--- src/rtl/pipe_sched_pkg.sv ---
// pipe_sched_pkg: shared constants for the pipeline hold/flush scheduler.
// Holds the stage bit indices, the 2-bit FSM state encoding, the reset
// polarity constants and the per-source hold/flush patterns.
package pipe_sched_pkg;

  // Bit positions within hold_en_o / flush_en_o
  localparam int STAGE_PC    = 0;
  localparam int STAGE_IFID  = 1;
  localparam int STAGE_IDEX  = 2;
  localparam int STAGE_EXMEM = 3;
  localparam int STAGE_MEMWB = 4;
  localparam int NSTAGE      = 5;

  // Reset is active-high even though the port is called rstn
  localparam logic RstEnable  = 1'b1;
  localparam logic RstDisable = 1'b0;

  typedef enum logic [1:0] {
    ST_IDLE  = 2'd0,
    ST_DRAIN = 2'd1,
    ST_TRAP  = 2'd2
  } sched_state_e;

  // Hold/flush patterns per stall source, bit4..bit0 = MEM/WB..PC
  localparam logic [NSTAGE-1:0] PAT_NONE   = 5'b00000;
  localparam logic [NSTAGE-1:0] HOLD_MEMW  = 5'b01111;
  localparam logic [NSTAGE-1:0] FLUSH_MEMW = 5'b10000;
  localparam logic [NSTAGE-1:0] HOLD_EXB   = 5'b00111;
  localparam logic [NSTAGE-1:0] FLUSH_EXB  = 5'b01000;
  localparam logic [NSTAGE-1:0] FLUSH_JMP  = 5'b00110;
  localparam logic [NSTAGE-1:0] HOLD_LU    = 5'b00011;
  localparam logic [NSTAGE-1:0] FLUSH_LU   = 5'b00100;

  // Drain counter value on the last of the three clean cycles
  localparam logic [1:0] DRAIN_LAST = 2'd2;

endpackage

--- src/rtl/pipe_sched_wdog.sv ---
// pipe_sched_wdog: consecutive-stall watchdog for pipe_sched.
// Ports: i_clk, i_rst (sync, active-high), i_stall (bus wait or EX busy),
//        o_pulse (one cycle, in the cycle after the count reaches LIMIT).
module pipe_sched_wdog
  import pipe_sched_pkg::*;
#(
  parameter int unsigned LIMIT = 255,
  parameter int unsigned W     = 8
) (
  input  logic i_clk,
  input  logic i_rst,
  input  logic i_stall,
  output logic o_pulse
);

  logic [W-1:0] r_cnt;
  logic         w_at_limit;

  assign w_at_limit = (r_cnt == LIMIT[W-1:0]);

  // The count clears after firing so a long stall produces one pulse per
  // LIMIT+1 cycles rather than a level.
  always_ff @(posedge i_clk) begin
    if (i_rst == RstEnable) begin
      r_cnt <= '0;
    end else if (w_at_limit || !i_stall) begin
      r_cnt <= '0;
    end else begin
      r_cnt <= r_cnt + 1'b1;
    end
  end

  assign o_pulse = w_at_limit;

endmodule

--- src/rtl/pipe_sched.sv ---
// pipe_sched: prioritised stall/flush controller and interrupt-entry sequencer
// for the five-stage core. Optional watchdog under macro PIPE_SCHED_WDOG_EN.
// Ports: clk, rstn (sync, active-high); stall sources mem_wait_i,
//   ex_hold_flag_i, ex_jump_flag_i/ex_jump_addr_i, id_load_use_i; if_pc_i,
//   irq_req_i, trap_vec_i in. hold_en_o/flush_en_o (bit0 PC..bit4 MEM/WB),
//   jump_flag_o/jump_addr_o (combinational), irq_ack_o/irq_epc_o (registered),
//   wdog_timeout_o out.
module pipe_sched
  import pipe_sched_pkg::*;
#(
  parameter int unsigned ADDR_W     = 32,
  parameter int unsigned WDOG_LIMIT = 255,
  parameter int unsigned WDOG_W     = 8
) (
  input  logic              clk,
  input  logic              rstn,
  input  logic              mem_wait_i,
  input  logic              ex_hold_flag_i,
  input  logic              ex_jump_flag_i,
  input  logic [ADDR_W-1:0] ex_jump_addr_i,
  input  logic              id_load_use_i,
  input  logic [ADDR_W-1:0] if_pc_i,
  input  logic              irq_req_i,
  input  logic [ADDR_W-1:0] trap_vec_i,
  output logic [NSTAGE-1:0] hold_en_o,
  output logic [NSTAGE-1:0] flush_en_o,
  output logic              jump_flag_o,
  output logic [ADDR_W-1:0] jump_addr_o,
  output logic              irq_ack_o,
  output logic [ADDR_W-1:0] irq_epc_o,
  output logic              wdog_timeout_o
);

  if (WDOG_W < $clog2(WDOG_LIMIT + 1)) begin : g_wdog_cfg_check
    $error("pipe_sched: WDOG_W too narrow for WDOG_LIMIT");
  end

  sched_state_e      r_state;
  sched_state_e      w_state_nxt;
  logic [1:0]        r_drain_cnt;
  logic [1:0]        w_drain_cnt_nxt;
  logic [ADDR_W-1:0] r_epc;
  logic [ADDR_W-1:0] w_epc_nxt;
  logic              r_irq_ack;

  logic              w_stall;
  logic [NSTAGE-1:0] w_pri_hold;
  logic [NSTAGE-1:0] w_pri_flush;
  logic              w_pri_jump;
  logic [NSTAGE-1:0] w_hold;
  logic [NSTAGE-1:0] w_flush;
  logic              w_jump;
  logic [ADDR_W-1:0] w_jump_addr;
  logic              w_in_rst;

  assign w_in_rst = (rstn == RstEnable);
  assign w_stall  = mem_wait_i | ex_hold_flag_i;

  // Fixed-priority stall decode; only the highest active source is honoured.
  always_comb begin
    w_pri_hold  = PAT_NONE;
    w_pri_flush = PAT_NONE;
    w_pri_jump  = 1'b0;
    if (mem_wait_i) begin
      w_pri_hold  = HOLD_MEMW;
      w_pri_flush = FLUSH_MEMW;
    end else if (ex_hold_flag_i) begin
      w_pri_hold  = HOLD_EXB;
      w_pri_flush = FLUSH_EXB;
    end else if (ex_jump_flag_i) begin
      w_pri_flush = FLUSH_JMP;
      w_pri_jump  = 1'b1;
    end else if (id_load_use_i) begin
      w_pri_hold  = HOLD_LU;
      w_pri_flush = FLUSH_LU;
    end
  end

  // Next-state and output decode
  always_comb begin
    w_state_nxt     = r_state;
    w_drain_cnt_nxt = r_drain_cnt;
    w_epc_nxt       = r_epc;
    w_hold          = w_pri_hold;
    w_flush         = w_pri_flush;
    w_jump          = w_pri_jump;
    w_jump_addr     = w_pri_jump ? ex_jump_addr_i : '0;

    unique case (r_state)
      ST_IDLE: begin
        if (irq_req_i && !w_stall) begin
          w_state_nxt     = ST_DRAIN;
          w_drain_cnt_nxt = 2'd0;
          // A jump resolving in the same cycle means if_pc_i is a wrong-path
          // PC; the handler must return to the jump target instead.
          w_epc_nxt       = w_pri_jump ? ex_jump_addr_i : if_pc_i;
        end
      end

      ST_DRAIN: begin
        // Keep fetch closed so the pipe empties behind the interrupt point.
        w_hold[STAGE_PC]    = 1'b1;
        w_flush[STAGE_IFID] = 1'b1;
        // A jump still kills the wrong-path instructions, but the PC
        // redirect is deferred: the target becomes the return address.
        w_jump              = 1'b0;
        w_jump_addr         = '0;
        if (w_pri_jump) begin
          w_epc_nxt = ex_jump_addr_i;
        end
        if (!w_stall && !id_load_use_i) begin
          if (r_drain_cnt == DRAIN_LAST) begin
            w_state_nxt     = ST_TRAP;
            w_drain_cnt_nxt = 2'd0;
          end else begin
            w_drain_cnt_nxt = r_drain_cnt + 2'd1;
          end
        end
      end

      ST_TRAP: begin
        w_hold      = PAT_NONE;
        w_flush     = FLUSH_JMP;
        w_jump      = 1'b1;
        w_jump_addr = trap_vec_i;
        w_state_nxt = ST_IDLE;
      end

      default: begin
        w_state_nxt = ST_IDLE;
      end
    endcase
  end

  always_ff @(posedge clk) begin
    if (w_in_rst) begin
      r_state     <= ST_IDLE;
      r_drain_cnt <= 2'd0;
      r_epc       <= '0;
      r_irq_ack   <= 1'b0;
    end else begin
      r_state     <= w_state_nxt;
      r_drain_cnt <= w_drain_cnt_nxt;
      r_epc       <= w_epc_nxt;
      r_irq_ack   <= (r_state == ST_TRAP);
    end
  end

  assign hold_en_o   = w_in_rst ? PAT_NONE : w_hold;
  assign flush_en_o  = w_in_rst ? PAT_NONE : w_flush;
  assign jump_flag_o = w_in_rst ? 1'b0 : w_jump;
  assign jump_addr_o = w_in_rst ? '0 : w_jump_addr;
  assign irq_ack_o   = r_irq_ack;
  assign irq_epc_o   = r_epc;

`ifdef PIPE_SCHED_WDOG_EN
  logic w_wdog_pulse;

  pipe_sched_wdog #(
    .LIMIT (WDOG_LIMIT),
    .W     (WDOG_W)
  ) u_wdog (
    .i_clk   (clk),
    .i_rst   (rstn),
    .i_stall (w_stall),
    .o_pulse (w_wdog_pulse)
  );

  assign wdog_timeout_o = w_in_rst ? 1'b0 : w_wdog_pulse;
`else
  assign wdog_timeout_o = 1'b0;
`endif

endmodule

--- config.mk ---
export PLATFORM = sky130hd
export DESIGN_NAME = pipe_sched
export DESIGN_NICKNAME = d
export VERILOG_FILES = /design/src/rtl/pipe_sched_pkg.sv /design/src/rtl/pipe_sched_wdog.sv /design/src/rtl/pipe_sched.sv
export SDC_FILE = /design/constraint.sdc
export NUM_CORES = 1
export LEC_CHECK = 0
export ABC_AREA = 1
export BUFFER_PORTS_ARGS = -buffer_cell sky130_fd_sc_hd__buf_2
export CAP_MARGIN = 20
export CORE_ASPECT_RATIO = 0.6
export CORE_UTILIZATION = 43
export CTS_CLUSTER_SIZE = 20
export DETAILED_ROUTE_END_ITERATION = 10
export PLACE_DENSITY_LB_ADDON = 0.15
export SYNTH_ARGS = -nofsm -noshare
export SYNTH_HDL_FRONTEND = slang
export SYNTH_SLANG_ARGS = --single-unit
export TNS_END_PERCENT = 1
--- constraint.sdc ---
create_clock -name clk -period 2.1 [get_ports clk]
set_input_delay 0.42 -clock clk [delete_from_list [all_inputs] [get_ports clk]]
set_output_delay 0.42 -clock clk [all_outputs]
set_load 0.02 [all_outputs]
# --- Word level (Yosys, flattened, before mapping) ---
# Index checks and enable logic that the tools add are counted.
op_classes:
  n_addsub: 1
  multipliers: 0
  div: 0
  order_cmp: 0
  eq_ne: 7
  shifts: 0
  n_mux: 35
  bitwise: 1
  reduce_logical: 10
ops:
  columns: ["operator", "n"]
  rows:
  - ["32-bit two-way mux", 5]
  - ["32-bit case mux with 2 select lines", 2]
  - ["2-bit two-way mux", 8]
  - ["5-bit two-way mux", 3]
  - ["3-bit two-way mux", 4]
  - ["4-bit two-way mux", 3]
  - ["3-bit AND reduction", 3]
  - ["2-bit != test, second input constant", 4]
  - ["2-bit case mux with 2 select lines", 2]
  - ["1-bit two-way mux", 6]
  - ["2-bit == test, second input constant", 2]
  - ["1-bit case mux with 2 select lines", 2]
  - ["2-bit by 1-bit adder with 2-bit output, second input constant", 1]
  - ["2-bit by 1-bit == test with 1-bit output, second input constant", 1]
  - ["1-bit logical AND", 2]
  - ["1-bit zero test", 2]
  - ["2-bit zero test", 1]
  - ["2-bit nonzero test", 1]
  - ["2-bit OR reduction", 1]
  - ["1-bit bitwise OR", 1]
word_totals:
  ff_bits: 37
  latch_bits: 0
  mem_bits_rw: 0
  rom_bits: 0
  inputBits: 103
  word_cells: 58
  n_memories: 0

# --- Longest topological paths before layout ---
# Gate-level depths: netlist of the first run.
depth:
  ltp_word: 6
  depth_mapped: 9
  mapped_depth_nobuf: 8

# --- Worst setup path before layout of the first run ---
# Ideal clock, no wire load.
synth_timing:
  path_type: "reg-to-output"
  startpoint: "reg r_state[0]"
  endpoint: "out jump_flag_o"
  arrival_time_ns: 1.655
  required_ns: 1.680
  path_slack_ns: 0.025
  path_stages_with_launch: 8
  n_path_buf: 0
  cell_sequence: "dfxtp_1 -> inv_1 -> ha_1 -> inv_1 -> nand2_1 -> inv_1 -> nor2_1 -> o21a_1"
synth_via:
  elab_chain_len: 3
synth_lines:
  columns: ["element", "line", "source"]
  rows:
  - ["from (decl)", "pipe_sched.sv:38", "sched_state_e r_state;"]
  - ["from (signal assigned)", "pipe_sched.sv:142", "r_state <= w_state_nxt;"]
  - ["2-bit == test or 2-bit by 1-bit == test with 1-bit output (tied branches)", "pipe_sched.sv:89", "unique case (r_state)"]
  - ["1-bit case mux with 2 select lines *", "pipe_sched.sv:89", null]
  - ["1-bit two-way mux *", "pipe_sched.sv:151", "assign jump_flag_o = w_in_rst ? 1'b0 : w_jump;"]
  - ["to (decl)", "pipe_sched.sv:27", "output logic jump_flag_o,"]
# Mark *: on every way between the ends. The rest lies on a longest branch, timed or not.

# --- Worst setup path after layout of the first run ---
layout_timing:
  startpoint: "reg r_state[1]"
  endpoint: "out jump_addr_o[21]"
layout_via:
  elab_chain_len: 3
layout_lines:
  columns: ["element", "line", "source"]
  rows:
  - ["2-bit == test or 2-bit by 1-bit == test with 1-bit output (tied branches)", "pipe_sched.sv:89", null]
  - ["32-bit case mux with 2 select lines *", "pipe_sched.sv:89", null]
  - ["32-bit two-way mux *", "pipe_sched.sv:152", "assign jump_addr_o = w_in_rst ? '0 : w_jump_addr;"]
  - ["to (decl)", "pipe_sched.sv:28", "output logic [ADDR_W-1:0] jump_addr_o,"]
# Marked as above.

==> metrics.txt, run 1 <==
GRT overflow=0; worst skew pair latency=~0.30 ns; WP data required=about 1.7 ns; Post-Synthesis Cells=just under 500; layout cells sized above 1=0.368; hold crit path type=input pin to register; Critical Path Start Type=register; Die Span Y=roughly 64 um; Critical Path End Type=output pin; Max Cap Violations=0; I/O Buffers=roughly 180; drt pass-1 iters=7; CTS Buffer Depth=2; Yosys top cell by area=dfxtp_1; detailed placer's ending HPWL=6800 um; number of diodes=0; GP Congestion=around 0.85; fin nets=just under 800; Post-Layout Inst Area=4280 sq um; status=complete, but fails checks; fmax=between 400 and 500 MHz; met1 usage in global routing=0.355; cell with the most instances after synthesis=nand2_1; area of the multi-input gates=between 1500 and 2000 sq um; vias in the first global route=3,129; total I/O pin count=180; Yosys top cell area share=0.269; DR vias=~3,800; Top FF cell, synth=dfxtp_1; post-DR vias/cell=4.97; Warnings, synthesis=0; Fin. Hold Viols=0; worst vdd ir=between 0.8 and 0.9 mV; Clock Skew=roughly 0.0094 ns; CTS tree=yes; P_leak=~2.4 nW; DR DRC count=0; synth top area cells=dfxtp_1, nand2_1, nor2_1; Die Area=just under 7000 sq um; post-synthesis sequential area ratio=0.269; Power Total=roughly 6.6 mW; kind of critical path=register to output pin; busiest layer in global routing=met2; first-pass GRT wire length=around 15,000 um; Routed Antenna Nets=0; Mapped Avg Cell Area=approximately 5.5 sq um; Pwr per Cell Area=~1600 nW/um^2; WL final=between 10,000 and 15,000 um; Data arrival, critical path=between 1.5 and 2 ns; Post-synth EDFFs=0; Clock transition at path regs=~0.080 ns; Die W=105 um; htree depth=2; CTS Root Cell=clkbuf_8; worst setup margin=-0.0398 ns; Total Routing Usage GR=0.274; initial antenna violation count=0; RSZ-0062 raised after global routing=yes; FF+latch count, synth=37; met2 usage=0.467; crit path max fanout=8; Layout area overhead=55.2%; Reg2Reg Depth=8; ys async rst share=0; DRT iter0 DRCs=about 260; Commonest cells post-synth=nand2_1, nor2_1, inv_1, nand3_1, dfxtp_1; max-slew violations=0; violated checks=negative setup slack; M3 GR Usage=0.0653; Rows=22; DP Area=about 3700 sq um; Avg WL per Cell=roughly 14 um; starting density of the core=0.449; Final period util=1.02; largest net degree at the start of global routing=between 60 and 70; Storage cell area=between 700 and 800 sq um; number of CTS-inserted buffers=5; Yosys cell types=22; Final setup viols=25; Synth Cell Area=approximately 2800 sq um; Fill cells=approximately 550; clock period minus worst slack=2.14 ns; hold buffer count at CTS=0; core box area=between 6000 and 7000 sq um; Worst Hold Depth=5; clock sinks=37
## power breakdown
| part | switching, mW | total (mW) | internal, mW | leakage (nW) |
|---|---|---|---|---|
| Sequential | 0.142 | 1.14 | 0.996 | 0.306 |
| Combinational | 3.02 | 4.94 | 1.92 | 2.03 |
| Clock | 0.289 | 0.556 | 0.267 | 0.0512 |
| Total | 3.45 | 6.63 | 3.18 | 2.38 |
## logic make-up after synthesis
kind of cell / after synthesis / share of synthesized area
other cells: 1 / 0.00136
compound gates: 70 / 0.129
fa+ha+maj: 6 / 0.0272
buf+inv: 84 / 0.137
simple gates: 299 / 0.437
flops: 37 / 0.269
## flip-flops by register name (all words and copies together), names as in the netlist
register	count
irq_ack_o	1
irq_epc_o	32
r_drain_cnt	2
r_state	2
## worst paths after layout
check	from	end	slack, ns
min	ex_jump_addr_i[2]	irq_epc_o[2]$_SDFFE_PP0P_	0.45
min reg2reg	irq_epc_o[9]$_SDFFE_PP0P_	irq_epc_o[9]$_SDFFE_PP0P_	0.51
max reg2reg	r_state[0]$_SDFFE_PP0P_	irq_epc_o[28]$_SDFFE_PP0P_	0.28
max	r_state[1]$_SDFFE_PP0P_	jump_addr_o[21]	-0.04
## repair_timing
item                                    in CTS  in global routing
buffers inserted                             1                  2
cloned                                       1                  7
gates resized for setup                     30                 68
pin swaps                                    3                 13
endpoints found under the setup margin      35                 34
## final cells by class
type                    count  share of cell area
multi-input cells         378               0.414
inverters                  49              0.0471
repair buffers            205               0.318
clock inverters             2             0.00322
clock buffers               6              0.0193
well taps                  84              0.0246
flip-flops and latches     37               0.174
## through the flow
stage / TNS (ns) / worst slack, ns / utilization / std cells / hold slack [ns]
2_1_floorplan: 0 / 0.0253 / - / 499 / 0.503
3_3_place_gp: 0 / 0.123 / 0.609 / 743 / 0.495
3_5_place_dp: 0 / 0.0139 / 0.609 / 743 / 0.494
4_1_cts: -0.422 / -0.0496 / 0.640 / 753 / 0.440
5_1_grt: -1.93 / -0.0906 / 0.696 / 761 / 0.465
6_report: -0.453 / -0.0398 / 0.696 / 761 / 0.447
## critical path, cell delays in order, from the launching register on
cell and delay, ns:
dfxtp_2 0.37, inv_4 0.06, ha_4 0.30, inv_6 0.06, nand2_8 0.10, clkbuf_16 0.16
o21ai_0 0.10, a21oi_2 0.12, buf_4 0.15
## routing by layer
metal | part of all wire | vias to the layer above
met3 | 0.098 | 14
li1 | - | 1889
met1 | 0.43 | 1674
met2 | 0.46 | 204
met5 | 0 | -
met4 | 0.0091 | 0
## cells in the final DEF (no fill, tap or decap), types with 3 or more instances in the layout
cell type	count
ha_1	4
buf_6	10
clkbuf_16	5
nand2_1	168
o21ai_1	8
nand3_1	38
clkbuf_8	6
dfxtp_1	35
nand2_2	8
buf_4	40
inv_1	43
conb_1	3
a21oi_1	24
buf_2	145
nor2_1	76
a21oi_2	10
buf_12	4
o21ai_0	25
Note: power is estimated with default switching activity, not from simulation.
==> run 2: changes to the inputs <==
- PLACE_DENSITY: not set -> 0.82
- PLACE_DENSITY_LB_ADDON: 0.15 -> not set
==> run 2 against run 1 <==
The flow now finishes without violations; die area is the same; combinational power is 3% lower; critical path depth grew 1; global-route usage hardly changed; sequential share of layout area up 0.57 points; critical endpoint is now jump_flag_o.
==> metrics.txt, run 2 (synthesis results as in run 1) <==
status=finished clean; WP data required=about 1.7 ns; hold crit path type=input pin to register; detailed placer's ending HPWL=a little under 7000 um; Data arrival, critical path=between 1.5 and 2 ns; P_leak=about 2.3 nW; fmax=approximately 480 MHz; GP Congestion=approximately 0.89; DRT iter0 DRCs=approximately 270; crit path max fanout=6; Max Cap Violations=0; Final setup viols=0; Die W=105 um; worst reg2reg endpoint=irq_epc_o[28]$_SDFFE_PP0P_; worst vdd ir=about 0.85 mV; clock period minus worst slack=about 2.1 ns; worst skew pair latency=0.28 ns; largest net degree at the start of global routing=around 60; CTS Buffer Depth=2; WHS Endpoint=irq_epc_o[14]$_SDFFE_PP0P_; WL final=10,100 um; I/O Buffers=176; RR Startpoint=r_state[0]$_SDFFE_PP0P_; total I/O pin count=180; htree depth=2; Final period util=0.999; clock sinks=37; Clock Skew=a little under 0.007 ns; kind of critical path=register to output pin; first-pass GRT wire length=between 10,000 and 15,000 um; critical path's largest stage delay=0.37 ns; R2R Setup Slk=0.24 ns; DR DRC count=0; vias in the first global route=3,098; layout cells sized above 1=0.346; Critical Path Start Type=register; GRT overflow=0; Rows=22; Reg2Reg Depth=8; Core Util, Final=0.677; hold buffer count at CTS=0; starting density of the core=0.449; drt pass-1 iters=5; crit path buf inv count=5; number of diodes=0; RSZ-0062 raised after global routing=yes; CTS Root Cell=clkbuf_8; CP top delay family=buffers and inverters; Die Area=just under 7000 sq um; fin nets=around 780; Fin. Hold Viols=0; Routed Antenna Nets=0; Total Routing Usage GR=0.274; DR vias=about 3,800; Die Span Y=between 60 and 70 um; max FFs per register=32; Avg WL per Cell=13.4 um; initial antenna violation count=0; Fin Hold WS=around 0.46 ns; core box area=between 6000 and 7000 sq um; CP max-delay cell=dfxtp_4; number of CTS-inserted buffers=5; Worst Hold Depth=5; max-slew violations=0; Layout area overhead=50.7%; commonest non-fill, non-tap cells in the layout=nand2_1, buf_2, nor2_1, inv_1, buf_4; most common cell after layout, fill and taps aside=nand2_1; Critical Path End Type=output pin; post-DR vias/cell=4.99; hold path start=ex_jump_addr_i[14]; Clock transition at path regs=approximately 0.070 ns; CTS tree=yes; worst-path cell chain=inv_4, ha_4, inv_6, nand2_8, buf_12, inv_2, nor2_4, o21a_1, buf_6; Pwr per Cell Area=between 1500 and 2000 nW/um^2
-- run 2: layout make-up --
cell class	count	area (sq um)
Multi-Input combinational cell	378	1720
Tap cell	84	105
Clock inverter	1	5.00
Clock buffer	5	68.8
Fill cell	550	1990
Sequential cell	37	746
Inverter	49	196
Timing Repair Buffer	201	1310
-- run 2: through the flow --
stage / worst slack [ns] / TNS (ns) / area, sq um / power, mW / cells
floorplan: 0.0253 / 0 / 2760 / 3.94 / 499
global placement: 0.146 / 0 / 3710 / 4.97 / 740
detailed placement: 0.0697 / 0 / 3710 / 5.06 / 740
CTS: -0.00938 / -0.0135 / 3890 / 5.72 / 749
global route: -0.0618 / -1.38 / 4150 / 6.90 / 755
finish: 0.00186 / 0 / 4150 / 6.40 / 755
-- run 2: power by group --
part,switching (mW),internal [mW],total [mW]
clock,0.246,0.219,0.465
combinational,2.92,1.86,4.79
sequential,0.151,1.00,1.15
-- run 2: worst min-delay path, cell delays in order --
cell and delay [ns]:
buf_2 0.09, nand2_1 0.05, nand2_1 0.05, nor2_1 0.03
nor2_1 0.08
-- run 2: how the worst max path moves through the flow --
stage	from	endpoint	slack (ns)	depth (start not counted)
2_1_floorplan	r_state[0]$_SDFFE_PP0P_	jump_flag_o	0.03	7
3_3_place_gp	r_state[1]$_SDFFE_PP0P_	jump_addr_o[30]	0.15	7
3_5_place_dp	r_state[1]$_SDFFE_PP0P_	jump_addr_o[20]	0.07	8
4_1_cts	r_state[0]$_SDFFE_PP0P_	jump_addr_o[0]	-0.009	8
5_1_grt	r_state[1]$_SDFFE_PP0P_	jump_addr_o[5]	-0.06	8
6_report	r_state[1]$_SDFFE_PP0P_	jump_flag_o	0.002	9
-- run 2: timing repair --
item	in CTS	in global routing
setup endpoints to repair	35	34
resized for setup	22	72
cloned	1	6
buffers inserted	2	0
pin swaps	0	2
-- run 2: per-layer routing --
layer  up-vias  track usage  wire length, um
li1       1882            -                -
met5         -            0                0
met1      1675        0.367             4400
met3        13       0.0704              964
met2       201        0.453             4620
met4         0       0.0387              131
==> run 3: changes to the inputs <==
- PLACE_DENSITY: 0.82 -> not set
- PLACE_DENSITY_LB_ADDON: not set -> 0.1
- SYNTH_HIERARCHICAL: not set -> 1
==> run 3 against run 2 <==
The flow now finishes with violations (negative setup slack); first-iteration DRC count down 18%; combinational power down 3%; via count down 1.5%; register-to-register slack better by 0.03 ns; highest routed layer unchanged.
==> metrics.txt, run 3 <==
Die W=105 um; Clock transition at path regs=0.07 ns; Synth Cell Area=between 2000 and 3000 sq um; vias in the first global route=slightly above 3,000; Warnings, synthesis=6; Routed Antenna Nets=0; Post-Synthesis Cells=just under 500; Die Span Y=64.0 um; Commonest cells post-synth=nand2_1, nor2_1, inv_1, nand3_1, dfxtp_1; crit path max fanout=6; Core Util, Final=0.678; GP Congestion=just under 1; Final setup viols=3; commonest non-fill, non-tap cells in the layout=nand2_1, buf_2, nor2_1, inv_1, buf_4; Post-Layout Inst Area=approximately 4200 sq um; max-slew violations=0; number of diodes=0; hold path start=ex_jump_addr_i[4]; DR DRC count=0; Post-synth EDFFs=0; Layout area overhead=51.0%; Clock Skew=approximately 0.0027 ns; DRT iter0 DRCs=between 200 and 250; CP max-delay cell=dfxtp_4; core box area=6140 sq um; RSZ-0062 raised after global routing=yes; clock sinks=37; DR vias=between 3,000 and 4,000; starting density of the core=0.449; Max Cap Violations=0; Fin. Hold Viols=0; Top FF cell, synth=dfxtp_1; DP Area=3720 sq um; clock period minus worst slack=2.12 ns; Avg WL per Cell=approximately 13 um; CTS Buffer Depth=2; Data arrival, critical path=about 1.7 ns; status=complete, but fails checks; Critical Path End Type=output pin; worst vdd ir=around 0.8 mV; cell with the most instances after synthesis=nand2_1; Critical Path Start Type=register; Yosys cell types=22; worst-path cell chain=inv_4, ha_4, inv_4, nand2_8, buf_6, o21ai_0, a21oi_2, buf_4; layout cells sized above 1=0.349; CP top delay family=buffers and inverters; max FFs per register=32; WHS Endpoint=irq_epc_o[4]$_SDFFE_PP0P_; fin nets=782; drt pass-1 iters=5; kind of critical path=register to output pin; RR Startpoint=r_state[0]$_SDFFE_PP0P_; Yosys top cell by area=dfxtp_1; Reg2Reg Depth=9; synth top area cells=dfxtp_1, nand2_1, nor2_1; Fin Hold WS=0.462 ns; WL final=slightly below 10,000 um; R2R Setup Slk=roughly 0.27 ns; ys async rst share=0; hold crit path type=input pin to register; GRT overflow=0; critical path's largest stage delay=approximately 0.37 ns; largest net degree at the start of global routing=35; CTS Root Cell=clkbuf_8; WP data required=between 1.5 and 2 ns; CP most frequent cell=inv_4; detailed placer's ending HPWL=6730 um; worst setup margin=-0.0182 ns; Pwr per Cell Area=between 1500 and 2000 nW/um^2; Die Area=6740 sq um; number of CTS-inserted buffers=5; Final period util=1.01; post-synthesis sequential area ratio=0.269; first-pass GRT wire length=about 15,000 um; CTS tree=yes; worst skew pair latency=approximately 0.28 ns; Mapped Avg Cell Area=about 5.5 sq um; FF+latch count, synth=37; most common cell after layout, fill and taps aside=nand2_1; Rows=22; violated checks=negative setup slack; Total Routing Usage GR=0.268; Yosys top cell area share=0.269; total I/O pin count=between 150 and 200; P_leak=around 2.3 nW; post-DR vias/cell=4.90; crit path buf inv count=4; I/O Buffers=between 150 and 200; worst reg2reg endpoint=irq_epc_o[15]$_SDFFE_PP0P_; htree depth=2; initial antenna violation count=0; Worst Hold Depth=5; fmax=approximately 470 MHz
==> run 3: cell counts after synthesis <==
Identical to the previous run, type by type.
==> run 3: worst reg2reg max path: stages, from the launching register on <==
cell	delay [ns]
dfxtp_2	0.34
buf_4	0.12
buf_4	0.13
ha_1	0.25
or2_2	0.36
nand3_4	0.13
buf_12	0.19
nand2_1	0.09
nand2_1	0.07
nor2_1	0.04
==> run 3: metrics by stage <==
step / instances / total power [mW] / setup TNS (ns) / setup slack (ns)
global route: 758 / 6.92 / -0.881 / -0.0834
finish: 758 / 6.42 / -0.0310 / -0.0182
CTS: 754 / 5.99 / 0 / 0.00916
floorplan: 499 / 3.94 / 0 / 0.0253
detailed placement: 741 / 5.06 / 0 / 0.0542
global placement: 741 / 4.98 / 0 / 0.153
==> run 3: final cells by class <==
cell class / instances / area (sq um)
Inverter: 49 / 196
Tap cell: 84 / 105
Multi-Input combinational cell: 378 / 1720
Timing Repair Buffer: 202 / 1280
Clock inverter: 1 / 30.0
Sequential cell: 37 / 746
Fill cell: 570 / 1980
Clock buffer: 7 / 86.3
==> run 3: logic make-up (layout without fill, tap and decap cells) <==
kind of cell	Yosys count	count (layout)	share of synthesized area
AOI/OAI and AO/OA	70	70	0.129
adders and majority gates	6	6	0.0272
buffers and inverters	84	259	0.137
DFF	37	37	0.269
other	1	3	0.00136
and+or+nand+nor	299	299	0.437
==> run 3: how the worst max path moves through the flow <==
| stage | endpoint | startpoint | depth (start not counted) |
|---|---|---|---|
| 3_3_place_gp | jump_addr_o[19] | r_state[0]$_SDFFE_PP0P_ | 8 |
| 6_report | jump_addr_o[27] | r_state[1]$_SDFFE_PP0P_ | 8 |
| 4_1_cts | jump_addr_o[29] | r_state[1]$_SDFFE_PP0P_ | 8 |
| 2_1_floorplan | jump_flag_o | r_state[0]$_SDFFE_PP0P_ | 7 |
| 5_1_grt | jump_addr_o[28] | r_state[1]$_SDFFE_PP0P_ | 8 |
| 3_5_place_dp | jump_addr_o[30] | r_state[0]$_SDFFE_PP0P_ | 6 |
==> run 3: power breakdown <==
part	switching (mW)	internal (mW)	total, mW
sequential	0.147	1.00	1.15
clock	0.248	0.387	0.635
combinational	2.86	1.78	4.64
==> run 3: repair_timing <==
action | CTS | global route
setup buffers | 3 | 1
hold buffers | 0 | 0
cloned | 2 | 3
pin swaps | 3 | 5
resized for setup | 23 | 59
setup endpoints to repair | 35 | 34
==> run 3: layer usage <==
metal	share of wire	GRT usage
met5	0	0
met4	0.0053	0.0423
met3	0.070	0.0551
met2	0.47	0.474
met1	0.45	0.343
